--- src/rtl/sramlike_arbiter.sv ---
// Two-into-one sram-like bus arbiter: instruction and data masters share one downstream port.
// An owner FIFO remembers who issued each accepted request so responses return in order to the right side.
module sramlike_arbiter #(
    parameter int MAX_OUTSTANDING = 2,
    parameter int STARVE_LIMIT    = 4
) (
    input  logic        clk,
    input  logic        rst,

    input  logic        inst_req,
    input  logic        inst_wr,
    input  logic [1:0]  inst_size,
    input  logic [31:0] inst_addr,
    input  logic [31:0] inst_wdata,
    output logic [31:0] inst_rdata,
    output logic        inst_addr_ok,
    output logic        inst_data_ok,

    input  logic        data_req,
    input  logic        data_wr,
    input  logic [1:0]  data_size,
    input  logic [31:0] data_addr,
    input  logic [31:0] data_wdata,
    output logic [31:0] data_rdata,
    output logic        data_addr_ok,
    output logic        data_data_ok,

    output logic        mem_req,
    output logic        mem_wr,
    output logic [1:0]  mem_size,
    output logic [31:0] mem_addr,
    output logic [31:0] mem_wdata,
    input  logic [31:0] mem_rdata,
    input  logic        mem_addr_ok,
    input  logic        mem_data_ok
);

    localparam int PTR_W = (MAX_OUTSTANDING > 1) ? $clog2(MAX_OUTSTANDING) : 1;
    localparam int CNT_W = $clog2(MAX_OUTSTANDING + 1);
    localparam logic [CNT_W-1:0] CNT_MAX    = CNT_W'(MAX_OUTSTANDING);
    localparam logic [CNT_W-1:0] CNT_ZERO   = {CNT_W{1'b0}};
    localparam logic [CNT_W-1:0] CNT_ONE    = CNT_W'(1);
    localparam logic [PTR_W-1:0] PTR_LAST   = PTR_W'(MAX_OUTSTANDING - 1);
    localparam logic [PTR_W-1:0] PTR_ZERO   = {PTR_W{1'b0}};
    localparam logic [PTR_W-1:0] PTR_ONE    = PTR_W'(1);
    localparam logic [3:0]       STARVE_MAX = 4'(STARVE_LIMIT);

    logic [MAX_OUTSTANDING-1:0] owner_fifo_r;
    logic [PTR_W-1:0]           wr_ptr_r;
    logic [PTR_W-1:0]           rd_ptr_r;
    logic [CNT_W-1:0]           count_r;
    logic [3:0]                 starve_cnt_r;

    logic any_req_s;
    logic full_s;
    logic sel_data_s;
    logic push_s;
    logic pop_s;
    logic inst_hs_s;
    logic data_hs_s;
    logic head_owner_s;
    logic err_spurious_s;

    // Pointers wrap at the FIFO depth, which need not be a power of two.
    function automatic logic [PTR_W-1:0] ptr_next(input logic [PTR_W-1:0] ptr);
        if (ptr == PTR_LAST) begin
            return PTR_ZERO;
        end else begin
            return ptr + PTR_ONE;
        end
    endfunction

    assign any_req_s      = inst_req | data_req;
    assign full_s         = (count_r == CNT_MAX);
    assign err_spurious_s = mem_data_ok & (count_r == CNT_ZERO);
    assign pop_s          = rst & mem_data_ok & ~err_spurious_s;

    // A pop in the same cycle frees a slot, so a full FIFO may still grant.
    assign mem_req    = any_req_s & (~full_s | pop_s);
    assign sel_data_s = data_req & ~(inst_req & (starve_cnt_r == STARVE_MAX));

    assign push_s    = rst & mem_req & mem_addr_ok;
    assign inst_hs_s = push_s & ~sel_data_s;
    assign data_hs_s = push_s & sel_data_s;

    assign inst_addr_ok = inst_hs_s;
    assign data_addr_ok = data_hs_s;

    assign head_owner_s = owner_fifo_r[rd_ptr_r];
    assign inst_data_ok = pop_s & ~head_owner_s;
    assign data_data_ok = pop_s & head_owner_s;

    assign inst_rdata = mem_rdata;
    assign data_rdata = mem_rdata;

    // Downstream request fields follow the granted side; inst fields when idle.
    always_comb begin
        mem_wr    = inst_wr;
        mem_size  = inst_size;
        mem_addr  = inst_addr;
        mem_wdata = inst_wdata;
        if (mem_req & sel_data_s) begin
            mem_wr    = data_wr;
            mem_size  = data_size;
            mem_addr  = data_addr;
            mem_wdata = data_wdata;
        end else begin
            mem_wr    = inst_wr;
            mem_size  = inst_size;
            mem_addr  = inst_addr;
            mem_wdata = inst_wdata;
        end
    end

    // Owner FIFO storage and write pointer.
    always_ff @(posedge clk or negedge rst) begin
        if (!rst) begin
            owner_fifo_r <= {MAX_OUTSTANDING{1'b0}};
            wr_ptr_r     <= PTR_ZERO;
        end else if (push_s) begin
            owner_fifo_r[wr_ptr_r] <= sel_data_s;
            wr_ptr_r               <= ptr_next(wr_ptr_r);
        end
    end

    // Read pointer advances on every routed response.
    always_ff @(posedge clk or negedge rst) begin
        if (!rst) begin
            rd_ptr_r <= PTR_ZERO;
        end else if (pop_s) begin
            rd_ptr_r <= ptr_next(rd_ptr_r);
        end
    end

    // Outstanding count; simultaneous push and pop leave it unchanged.
    always_ff @(posedge clk or negedge rst) begin
        if (!rst) begin
            count_r <= CNT_ZERO;
        end else begin
            case ({push_s, pop_s})
                2'b10:   count_r <= count_r + CNT_ONE;
                2'b01:   count_r <= count_r - CNT_ONE;
                default: count_r <= count_r;
            endcase
        end
    end

    // Counts data grants that jumped ahead of a waiting inst request.
    always_ff @(posedge clk or negedge rst) begin
        if (!rst) begin
            starve_cnt_r <= 4'd0;
        end else if (!inst_req || inst_hs_s) begin
            starve_cnt_r <= 4'd0;
        end else if (data_hs_s && (starve_cnt_r != STARVE_MAX)) begin
            starve_cnt_r <= starve_cnt_r + 4'd1;
        end
    end

endmodule

--- config.mk ---
export PLATFORM = sky130hd
export DESIGN_NAME = sramlike_arbiter
export DESIGN_NICKNAME = d
export VERILOG_FILES = /design/src/rtl/sramlike_arbiter.sv
export SDC_FILE = /design/constraint.sdc
export NUM_CORES = 1
export LEC_CHECK = 0
export CELL_PAD_IN_SITES_DETAIL_PLACEMENT = 1
export CELL_PAD_IN_SITES_GLOBAL_PLACEMENT = 1
export CORE_ASPECT_RATIO = 0.9
export CORE_MARGIN = 5
export CORE_UTILIZATION = 15
export DETAILED_ROUTE_END_ITERATION = 12
export PLACE_DENSITY = 0.81
export SKIP_LAST_GASP = 1
export SYNTH_ARGS = -nofsm -noshare
export SYNTH_HDL_FRONTEND = slang
export SYNTH_SLANG_ARGS = --single-unit
--- constraint.sdc ---
create_clock -name clk -period 2.4 [get_ports clk]
set_input_delay 0.24 -clock clk [delete_from_list [all_inputs] [get_ports clk]]
set_output_delay 0.24 -clock clk [all_outputs]
set_load 0.05 [all_outputs]
* Word level (Yosys, flattened, before mapping) *
Index checks and enable logic that the tools add are counted.

word-level totals
  output and inout bits = 136
  register bits = 10
  bits in writable memories = 0
  latch bits = 0
  memory bits (read-only) = 0
  memories kept = 0
  logic and storage cells = 59
  bits of input ports = 172

operators by class
  div/mod/pow operators = 0
  magnitude comparators = 3
  shift-type cells = 0
  $add $sub $neg = 5
  bitwise operators = 20
  eq/ne operators = 5
  reduce and logical (&&, ||, !) cells = 7
  mux-type cells = 14
  $mul = 0

operators with widths
  cell                                                         count
  2-to-1 mux 32 bit                                            2
  AND 1 bit                                                    13
  2-to-1 mux 4 bit                                             2
  2-to-1 mux 1 bit                                             6
  NOT 1 bit                                                    5
  adder 4 x 1 -> 4 bit (second input constant)                 1
  equality test 2 bit (second input constant)                  2
  equality test 4 x 3 -> 1 bit (second input constant)         1
  less-than comparator 1 x 2 -> 1 bit (second input constant)  2
  != test 4 x 3 -> 1 bit (second input constant)               1
  case mux 2 bit (2 select lines)                              1
  nonzero test 2 bit                                           2
  adder 1 bit (second input constant)                          2
  adder 2 x 1 -> 2 bit (second input constant)                 1
  bitwise mux 2 bit                                            1
  equality test 2 x 1 -> 1 bit (second input constant)         1
  logical AND 1 bit                                            2
  zero test 2 bit                                              1
  2-to-1 mux 2 bit                                             1
  bitwise OR 1 bit                                             2
  subtractor 2 x 1 -> 2 bit (second input constant)            1
  demux 1 bit (select 1 bit)                                   1
  >= comparator 1 bit (second input constant)                  1
  zero test 1 bit                                              1
  logical OR 1 bit                                             1

* Longest topological paths before layout *
Gate-level depths: netlist of run 1.

  depth in word-level cells = 12
  gate-level depth with buffers = 8
  gate-level depth less buffers = 7

* Worst setup path after synthesis of run 1 *
Ideal clock, no wire load.

  path type = reg2out
  start point = register starve_cnt_r[0]
  end point = output port mem_addr[10]
  stages on the path, launching flop included = 9
  path buffers = 2
  slack = 0.475 ns
  arrival = 1.685 ns
  path through = dfrtp_1 > inv_1 > ha_1 > nand3b_4 > o21a_4 > nand2_4 > buf_8 > buf_12 > mux2_4

between the ends
  cells in the longest elaborated chain, start to end = 6

ends and longest elaborated chain
  what                          line  text
  from (decl)                   52    logic [3:0] starve_cnt_r;
  from (signal assigned)        155   starve_cnt_r <= starve_cnt_r + 4'd1;
  equality test 4 x 3 -> 1 bit  80    assign sel_data_s = data_req & ~(inst_req & (starve_cnt_r == STARVE_MAX));
  AND 1 bit                     80
  NOT 1 bit                     80
  AND 1 bit                     80
  AND 1 bit                     102   if (mem_req & sel_data_s) begin
  2-to-1 mux 32 bit             102
  to (decl)                     31    output logic [31:0] mem_addr,

Every way passes these cells.

* Worst setup path in the final report of run 1 *
  start point = register starve_cnt_r[1]
  end point = output port mem_addr[2]

The elaborated chain is that of the path after synthesis.

==> impl_metrics.yaml, run 1 <==
outcome:
  outcome: "completed"
yosys:
  synth_top_area_cell: "buf_4"
  syn_inst: 199
  yosysMostFrequentCell: "buf_4"
  yosys.area.top_type_share: 0.244
  async_reset_ff_frac: 1.00
  synth.ff_latch_count: 10
  synthFlopType: "dfrtp_1"
  yosys-top-cells-area: "buf_4, mux2_4, mux2_2"
  yosysSeqAreaShare: 0.121
  synth_area_sq_um: 2060
  synth_fp_nets: 374
  syn_area_per_cell_sq_um: 10.4
  synth_cell_type_count: 32
  synth_common_cells: "buf_4, mux2_2, mux2_4"
  ys.warnings.count: 0
  synth_edf_count: 0
setup_path:
  crit_type: "register to output port"
  startpoint_type: "register"
  endpoint_kind: "output port"
  cp_max_fo: 8
  worst-endpoint-required_ps: 2160
  ff2ff_path_depth: 6
  crit_arrival_ps: 2080
die:
  fp.dieArea_sq_um: 16200
  io_pins: 308
  core_sq_um: 13400
  start_util: 0.154
  die_h_microns: 121
  row_count: 40
  die_w_microns: 134
finish:
  area_growth_pct: 115
  design_area_sq_um: 4440
  drive_above_1_share: 0.478
  num_antenna_cells: 0
  finish.net_count: 536
timing:
  finalHoldViolCount: 0
  timing.final.max_slew_violations: 0
  slew_headroom: 0.752
  setup_viol: 0
  hold_ws_ps: 358
  finalSetupTns_ps: 0
  fin_skew_ps: 3.02
  min_period_over_period: 0.966
  worst_pin_slew_ps: 371
  fin_ws_ps: 82.2
  fmax_ghz: 0.431
  timing.final.crit_period_ps: 2320
global_routing:
  grt_antenna_before_repair: 0
  grt_usage: 0.100
  grt_max_degree: 17
  grt_pass1_vias: 2363
  gr-total-overflow: 0
  grt_pass1_wl_mm: 12.8
route:
  vias: 2064
  vias_per_cell: 3.91
  drt-total-wl_mm: 9.31
  drt-initial-drc-count: 32
  wl_met1_mm: 3.15
  ant_nets: 0
  firstDrtPassIters: 4
  met3_length_mm: 1.13
  wl_per_cell_microns: 17.6
  drc: 0
  route.met2.wl_mm: 4.88
  top_layer: "met4"
clock_tree:
  insertion_delay_ps: 240
  clk_pin_slew_worst_paths_ps: 40
  cts_buffers: 3
  ctsHoldBuffers: 0
  htreeDepth: 1
  cts_max_path_buffers: 2
  cts_tree: "built"
  cts.sinks: 10
  clockRootBuffer: "clkbuf_16"
pwr:
  power_w: 0.00308
  ir_drop_mv: 0.329
  leakagePower_nw: 1.90
  power.density_nw_per_um2: 694
placement:
  dp_hpwl_mm: 7.92
  place_ws_ps: 51.7
  portBuffers: 211
  place.gp.congestion: 0.795
  place_area_sq_um: 4150
min_path:
  hold_class: "input pin to async pin"
job:
  cap_violations: 0
-- sequential cells by signal, indices dropped and copies added (netlist names) --
name	cells
owner_fifo_r	2
rd_ptr_r	1
wr_ptr_r	1
count_r	2
starve_cnt_r	4
-- final timing paths --
check,from,end,slack [ps]
max reg2reg,count_r[0]$_DFFE_PN0P_,count_r[1]$_DFFE_PN0P_,760
min,rst,owner_fifo_r[1]$_DFFE_PN0P_,360
min in group clk,mem_rdata[11],inst_rdata[11],480
max,starve_cnt_r[1]$_DFFE_PN0P_,mem_addr[2],80
min reg2reg,rd_ptr_r$_DFFE_PN0P_,rd_ptr_r$_DFFE_PN0P_,510
max in group asynchronous,rst,rd_ptr_r$_DFFE_PN0P_,1890
-- area by class of cell --
class | count | area [sq um]
repair buffers | 228 | 2630
well taps | 168 | 210
clock buffers | 4 | 88.8
fillers | 1471 | 8980
flip-flops and latches | 10 | 250
multi-input cells | 111 | 1220
inverters | 7 | 28.8
-- cells by family after synthesis --
kind of cell               share of synthesized area
buffers and inverters                          0.294
muxes                                          0.437
and+or+nand+nor                               0.0650
DFF                                            0.121
AOI/OAI and AO/OA                             0.0431
xor gates and xnor gates                      0.0212
adders and majority gates                     0.0182
-- cells in the final DEF (no fill, tap or decap), types with 2 or more instances in the layout --
master and instances:
clkdlybuf4s50_1 139, mux2_2 37, buf_12 37, buf_4 36
mux2_4 30, buf_6 11, dfrtp_1 10, nand2_1 6
nand3_1 5, nor2_1 5, clkbuf_16 5, xnor2_1 4
inv_2 3, inv_1 3, nand2_2 2, a31oi_1 2
mux2_1 2, ha_1 2, buf_8 2
-- layer usage --
| metal | vias up | global-route usage |
|---|---|---|
| met3 | 15 | 0.0456 |
| li1 | 942 | - |
| met4 | 0 | 0.0212 |
| met2 | 157 | 0.187 |
| met5 | - | 0 |
| met1 | 950 | 0.104 |
-- report_power, final --
| part | leakage (nW) | switching, W | internal [W] |
|---|---|---|---|
| combinational | 1.73 | 0.00125 | 0.00121 |
| clock | 0.0442 | 0.0000832 | 0.000251 |
| sequential | 0.126 | 0.0000674 | 0.000224 |
-- stage by stage --
| stage | util | cells |
|---|---|---|
| 6_report | 0.331 | 528 |
| 5_1_grt | 0.331 | 528 |
| 4_1_cts | 0.320 | 521 |
| 3_5_place_dp | 0.309 | 515 |
| 3_3_place_gp | 0.309 | 515 |
| 2_1_floorplan | - | 199 |
-- what timing repair did --
item / in CTS / in global routing
cloned: 1 / 2
endpoints found under the setup margin: 57 / 64
pin swaps: 0 / 1
setup buffers: 1 / 5
gates resized for setup: 4 / 17
-- critical path, stage by stage, from the launching register on --
cell      delay [ps]
dfrtp_1          410
inv_2             80
ha_4             130
nand3b_4          90
o21a_4           260
nand2_8          160
buf_12           150
mux2_2           360
buf_4            200
Note: power is estimated with default switching activity, not from simulation.
==> run 2, diff against run 1 <==
--- a/config.mk
+++ b/config.mk
@@ -8,7 +8,6 @@
 export CELL_PAD_IN_SITES_DETAIL_PLACEMENT = 1
 export CELL_PAD_IN_SITES_GLOBAL_PLACEMENT = 1
 export CORE_ASPECT_RATIO = 0.9
-export CORE_MARGIN = 5
 export CORE_UTILIZATION = 15
 export DETAILED_ROUTE_END_ITERATION = 12
 export PLACE_DENSITY = 0.81
==> run 2 against run 1 <==
  * The flow now finishes with violations (design-rule violations)
  * Highest routed layer unchanged
  * Register-to-register slack is essentially flat
  * Non-clock buffer count is 1 lower
  * Clock power shrank 4%
  * Sequential share of layout area barely moved
  * Largest power group unchanged
==> impl_metrics.yaml, run 2 (synthesized netlist as in run 1, its figures left out) <==
pwr:
  leakagePower_nw: 1.91
  p_sw_frac: 0.449
  internal-power_w: 0.00170
  ir_drop_mv: 0.343
  power.clock.fraction: 0.104
  pwr-share-comb: 0.803
  power.switching_w: 0.00139
  pwr-share-seq: 0.093
  power.density_nw_per_um2: 692
die:
  start_util: 0.154
  io_pins: 308
  die_h_microns: 113
  row_count: 40
  core_sq_um: 13400
  die_w_microns: 126
  fp.dieArea_sq_um: 14200
route:
  ant_nets: 0
  drc: 15
  firstDrtPassIters: 8
  met3_length_mm: 1.05
  drt-total-wl_mm: 8.51
  vias_per_cell: 3.95
  vias: 2084
  top_layer: "met4"
  wl_per_cell_microns: 16.1
  wl_met1_mm: 2.71
  route.met2.wl_mm: 4.71
  drt-initial-drc-count: 37
outcome:
  violations: "design-rule violations"
  outcome: "finished, violations left"
global_routing:
  grt_max_degree: 32
  grt_antenna_before_repair: 0
  grt_pass1_vias: 2165
  gr-total-overflow: 0
  grt_usage: 0.104
  grt_pass1_wl_mm: 11.4
finish:
  finish.net_count: 536
  layout_common_cells: "clkdlybuf4s50_1, buf_12, buf_4"
  largest_reg_flops: 4
  top_regs: "starve_cnt_r (4), count_r (2), owner_fifo_r (2)"
  mostFrequentLayoutCell: "clkdlybuf4s50_1"
  drive_above_1_share: 0.478
  area_growth_pct: 116
  layout.cells.non_filler: 528
  regMostFlops: "starve_cnt_r"
  num_antenna_cells: 0
  design_area_sq_um: 4460
timing:
  slew_headroom: 0.759
  timing.final.max_slew_violations: 0
  min_period_over_period: 0.962
  fin_ws_ps: 91.1
  finalHoldViolCount: 0
  timing.final.crit_period_ps: 2310
  setup_viol: 0
  rsz0062_at_grt: "no"
  fmax_ghz: 0.433
  fin_skew_ps: 1.26
  worst_pin_slew_ps: 360
clock_tree:
  cts_max_path_buffers: 2
  cts_tree: "built"
  insertion_delay_ps: 230
  htreeDepth: 1
  clk_pin_slew_worst_paths_ps: 40
  cts_buffers: 3
  clockRootBuffer: "clkbuf_16"
  cts.sinks: 10
  ctsHoldBuffers: 0
setup_path:
  crit_type: "register to output port"
  endpoint_kind: "output port"
  worst-endpoint-required_ps: 2160
  startpoint_type: "register"
  ff2ff_path_depth: 6
  regToRegSetupSlack_ps: 770
  timing.rr.end: "count_r[1]$_DFFE_PN0P_"
  crit_arrival_ps: 2070
  r2r_start: "count_r[0]$_DFFE_PN0P_"
  cp_max_fo: 8
placement:
  place_ws_ps: 91.7
  portBuffers: 211
  place.gp.congestion: 0.730
  dp_cells: 514
  place_area_sq_um: 4180
  dp_hpwl_mm: 7.18
min_path:
  hold_class: "input pin to async pin"
job:
  cap_violations: 0
==> run 2: metrics by stage <==
step | hold slack [ps] | TNS (ps) | util | power [W]
2_1_floorplan | -55.6 | 0 | - | 0.00197
3_3_place_gp | 478 | 0 | 0.313 | 0.00261
3_5_place_dp | 480 | 0 | 0.313 | 0.00264
4_1_cts | 370 | -107 | 0.319 | 0.00298
5_1_grt | 400 | 0 | 0.334 | 0.00321
6_report | 368 | 0 | 0.334 | 0.00309
==> run 2: area by class of cell <==
| class | instances | area, sq um |
|---|---|---|
| fillers | 1488 | 8900 |
| repair buffers | 227 | 2640 |
| multi-input cells | 112 | 1240 |
| flip-flops and latches | 10 | 251 |
| well taps | 168 | 210 |
| clock buffers | 4 | 88.8 |
| inverters | 7 | 28.8 |
==> run 2: timing repair <==
action,CTS,global route
resized for setup,0,9
setup buffers,0,4
setup endpoints to repair,16,67
gates cloned,0,6
==> run 2: worst max-delay path by stage <==
stage                                            from            to  slack, ps  depth (start not counted)
after global routing      starve_cnt_r[0]$_DFFE_PN0P_  mem_wdata[9]          7                          8
after detailed placement                     inst_req        mem_wr         90                          7
final                     starve_cnt_r[1]$_DFFE_PN0P_  mem_addr[31]         90                          8
after CTS                 starve_cnt_r[0]$_DFFE_PN0P_        mem_wr        -20                          8
after floorplan           starve_cnt_r[0]$_DFFE_PN0P_  mem_addr[10]        470                          8
after global placement                       inst_req  mem_wdata[6]        140                          7
==> run 2: layer usage <==
| metal | track usage | vias up |
|---|---|---|
| met5 | 0 | - |
| met2 | 0.206 | 189 |
| li1 | - | 945 |
| met1 | 0.0992 | 946 |
| met4 | 0.0146 | 0 |
| met3 | 0.0468 | 4 |
==> run 2: power by group through the flow <==
stage / registers, W / clock network (W) / logic, W
after detailed placement: 0.000290 / 0 / 0.00236
after floorplan: 0.000274 / 0 / 0.00170
after CTS: 0.000288 / 0.000329 / 0.00236
final: 0.000287 / 0.000321 / 0.00248
after global routing: 0.000297 / 0.000342 / 0.00257
after global placement: 0.000283 / 0 / 0.00232
==> run 2: critical path: stages (launching register included) <==
cell,delay (ps)
dfrtp_1,410
inv_1,70
ha_2,180
nand3b_4,90
o21a_4,270
nand2_8,110
clkbuf_16,170
mux2_2,330
buf_4,190
==> run 3, diff against run 2 <==
--- a/config.mk
+++ b/config.mk
@@ -11,7 +11,9 @@
 export CORE_UTILIZATION = 15
 export DETAILED_ROUTE_END_ITERATION = 12
 export PLACE_DENSITY = 0.81
+export SETUP_SLACK_MARGIN = 0.1
 export SKIP_LAST_GASP = 1
 export SYNTH_ARGS = -nofsm -noshare
 export SYNTH_HDL_FRONTEND = slang
 export SYNTH_SLANG_ARGS = --single-unit
+export TNS_END_PERCENT = 100
==> run 3 against run 2 <==
  * Total power up 0.27%
  * Count of clock-buffer cells in the layout unchanged
  * Largest cell class unchanged
  * Sequential share of layout area down 0.053 points
  * Sequential cell count unchanged
  * Highest routed layer unchanged
  * Critical path type unchanged
  * Largest power group unchanged
  * Cell area up 0.45%
  * The run still ends with design-rule violations left
  * Clock power about the same
  * Routed wire length down 0.98%
  * Non-clock buffer count up 1
  * Via count down 0.86%
==> impl_metrics.yaml, run 3 (synthesized netlist as in run 1, its figures left out) <==
outcome:
  outcome: "finished, violations left"
  violations: "design-rule violations"
timing:
  finalSetupTns_ps: 0
  setup_viol: 0
  min_period_over_period: 0.950
  timing.final.crit_period_ps: 2280
  finalHoldViolCount: 0
  slew_headroom: 0.758
  fmax_ghz: 0.439
  fin_skew_ps: 1.59
  rsz0062_at_grt: "yes"
  timing.final.max_slew_violations: 0
  worst_pin_slew_ps: 361
global_routing:
  grt_usage: 0.109
  grt_antenna_before_repair: 0
  gr-total-overflow: 0
  grt_pass1_vias: 2226
  grt_pass1_wl_mm: 11.9
  grt_max_degree: 16
finish:
  layout.cells.non_filler: 528
  fill_cells: 1484
  regMostFlops: "starve_cnt_r"
  drive_above_1_share: 0.472
  postLayoutCoreUtil: 0.335
  finish.net_count: 536
  mostFrequentLayoutCell: "clkdlybuf4s50_1"
  num_antenna_cells: 0
  largest_reg_flops: 4
  area_growth_pct: 117
  top_regs: "starve_cnt_r (4), count_r (2), owner_fifo_r (2)"
  layout_common_cells: "clkdlybuf4s50_1, buf_12, buf_4"
die:
  io_pins: 308
  core_sq_um: 13400
  fp.dieArea_sq_um: 14200
  die_w_microns: 126
  start_util: 0.154
  die_h_microns: 113
  row_count: 40
setup_path:
  crit_path_start: "starve_cnt_r[1]$_DFFE_PN0P_"
  r2r_start: "count_r[0]$_DFFE_PN0P_"
  cp_max_fo: 7
  startpoint_type: "register"
  regToRegSetupSlack_ps: 780
  endpoint_kind: "output port"
  crit_type: "register to output port"
  crit_arrival_ps: 2040
  worst-endpoint-required_ps: 2160
placement:
  portBuffers: 211
  place.gp.congestion: 0.730
  dp_hpwl_mm: 7.18
  dp_cells: 514
route:
  ant_nets: 0
  drc: 15
  wl_per_cell_microns: 16.0
  vias: 2066
  vias_per_cell: 3.91
  drt-total-wl_mm: 8.43
  drt-initial-drc-count: 48
  firstDrtPassIters: 8
clock_tree:
  htreeDepth: 1
  clk_pin_slew_worst_paths_ps: 40
  insertion_delay_ps: 230
  cts_max_path_buffers: 2
  cts_tree: "built"
  cts.sinks: 10
  clockRootBuffer: "clkbuf_16"
  cts_buffers: 3
  ctsHoldBuffers: 0
job:
  cap_violations: 0
min_path:
  hold_class: "input pin to async pin"
pwr:
  power.density_nw_per_um2: 691
  ir_drop_mv: 0.346
  leakagePower_nw: 1.93
==> run 3: cell types whose count changed in the layout (fill, tap and decap cells not counted) <==
cell / change
dfrtp_2: -1
nand2_8: -1
clkbuf_16: -3
buf_4: -2
buf_12: +1
buf_16: +3
nand3_1: +1
dfrtp_1: +1
nand3_2: -1
mux2_2: -3
buf_6: +2
mux2_4: +3
==> run 3: report_power, final <==
part,internal [W],switching [W]
clock network,0.000250,0.0000717
logic,0.00125,0.00124
registers,0.000224,0.0000607
==> run 3: metrics by stage <==
step	area (sq um)	worst slack, ps	hold slack, ps	total power [W]
CTS	4430	61.5	370	0.00311
detailed placement	4180	91.7	480	0.00264
global route	4480	48.4	400	0.00322
floorplan	2060	475	-55.6	0.00197
global placement	4180	140	478	0.00261
finish	4480	120	367	0.00310
==> run 3: path summary, 6_finish.rpt <==
| path | end | cells past startpoint |
|---|---|---|
| max | mem_addr[7] | 9 |
| min | starve_cnt_r[0]$_DFFE_PN0P_ | 2 |
| max reg2reg | count_r[1]$_DFFE_PN0P_ | 6 |
| min reg2reg | rd_ptr_r$_DFFE_PN0P_ | 1 |
| max in group asynchronous | owner_fifo_r[1]$_DFFE_PN0P_ | 2 |
| min in group clk | data_rdata[6] | 0 |
==> run 3: timing repair <==
action                                  in CTS  in global routing
pin swaps                                    1                  2
gates cloned                                 3                  1
resized for setup                           12                  3
buffers inserted                             4                  2
endpoints found under the setup margin      67                 65
endpoints found under the hold margin        0                  0
==> run 3: layer usage <==
| metal | share of wire | vias up | wire [microns] | track usage |
|---|---|---|---|---|
| met5 | 0 | - | 0 | 0 |
| met4 | 0.0043 | 0 | 36 | 0.0163 |
| met3 | 0.12 | 2 | 1020 | 0.0482 |
| met2 | 0.55 | 178 | 4660 | 0.218 |
| met1 | 0.32 | 945 | 2710 | 0.103 |
| li1 | - | 941 | - | - |
==> run 3: worst max-delay path: stages, from the launching register on <==
cell       delay, ps
dfrtp_1          370
inv_1             60
ha_2             180
nand3b_4          90
o21a_4           230
nand2_8          130
buf_12           140
clkbuf_16        140
mux2_4           310
buf_12           150
==> run 3: area by class of cell <==
| class | instances | area [sq um] | area share |
|---|---|---|---|
| Tap cell | 168 | 210 | 0.0469 |
| Clock buffer | 4 | 88.8 | 0.0198 |
| Inverter | 7 | 28.8 | 0.00642 |
| Multi-Input combinational cell | 111 | 1230 | 0.274 |
| Sequential cell | 10 | 250 | 0.0559 |
| Timing Repair Buffer | 228 | 2680 | 0.597 |
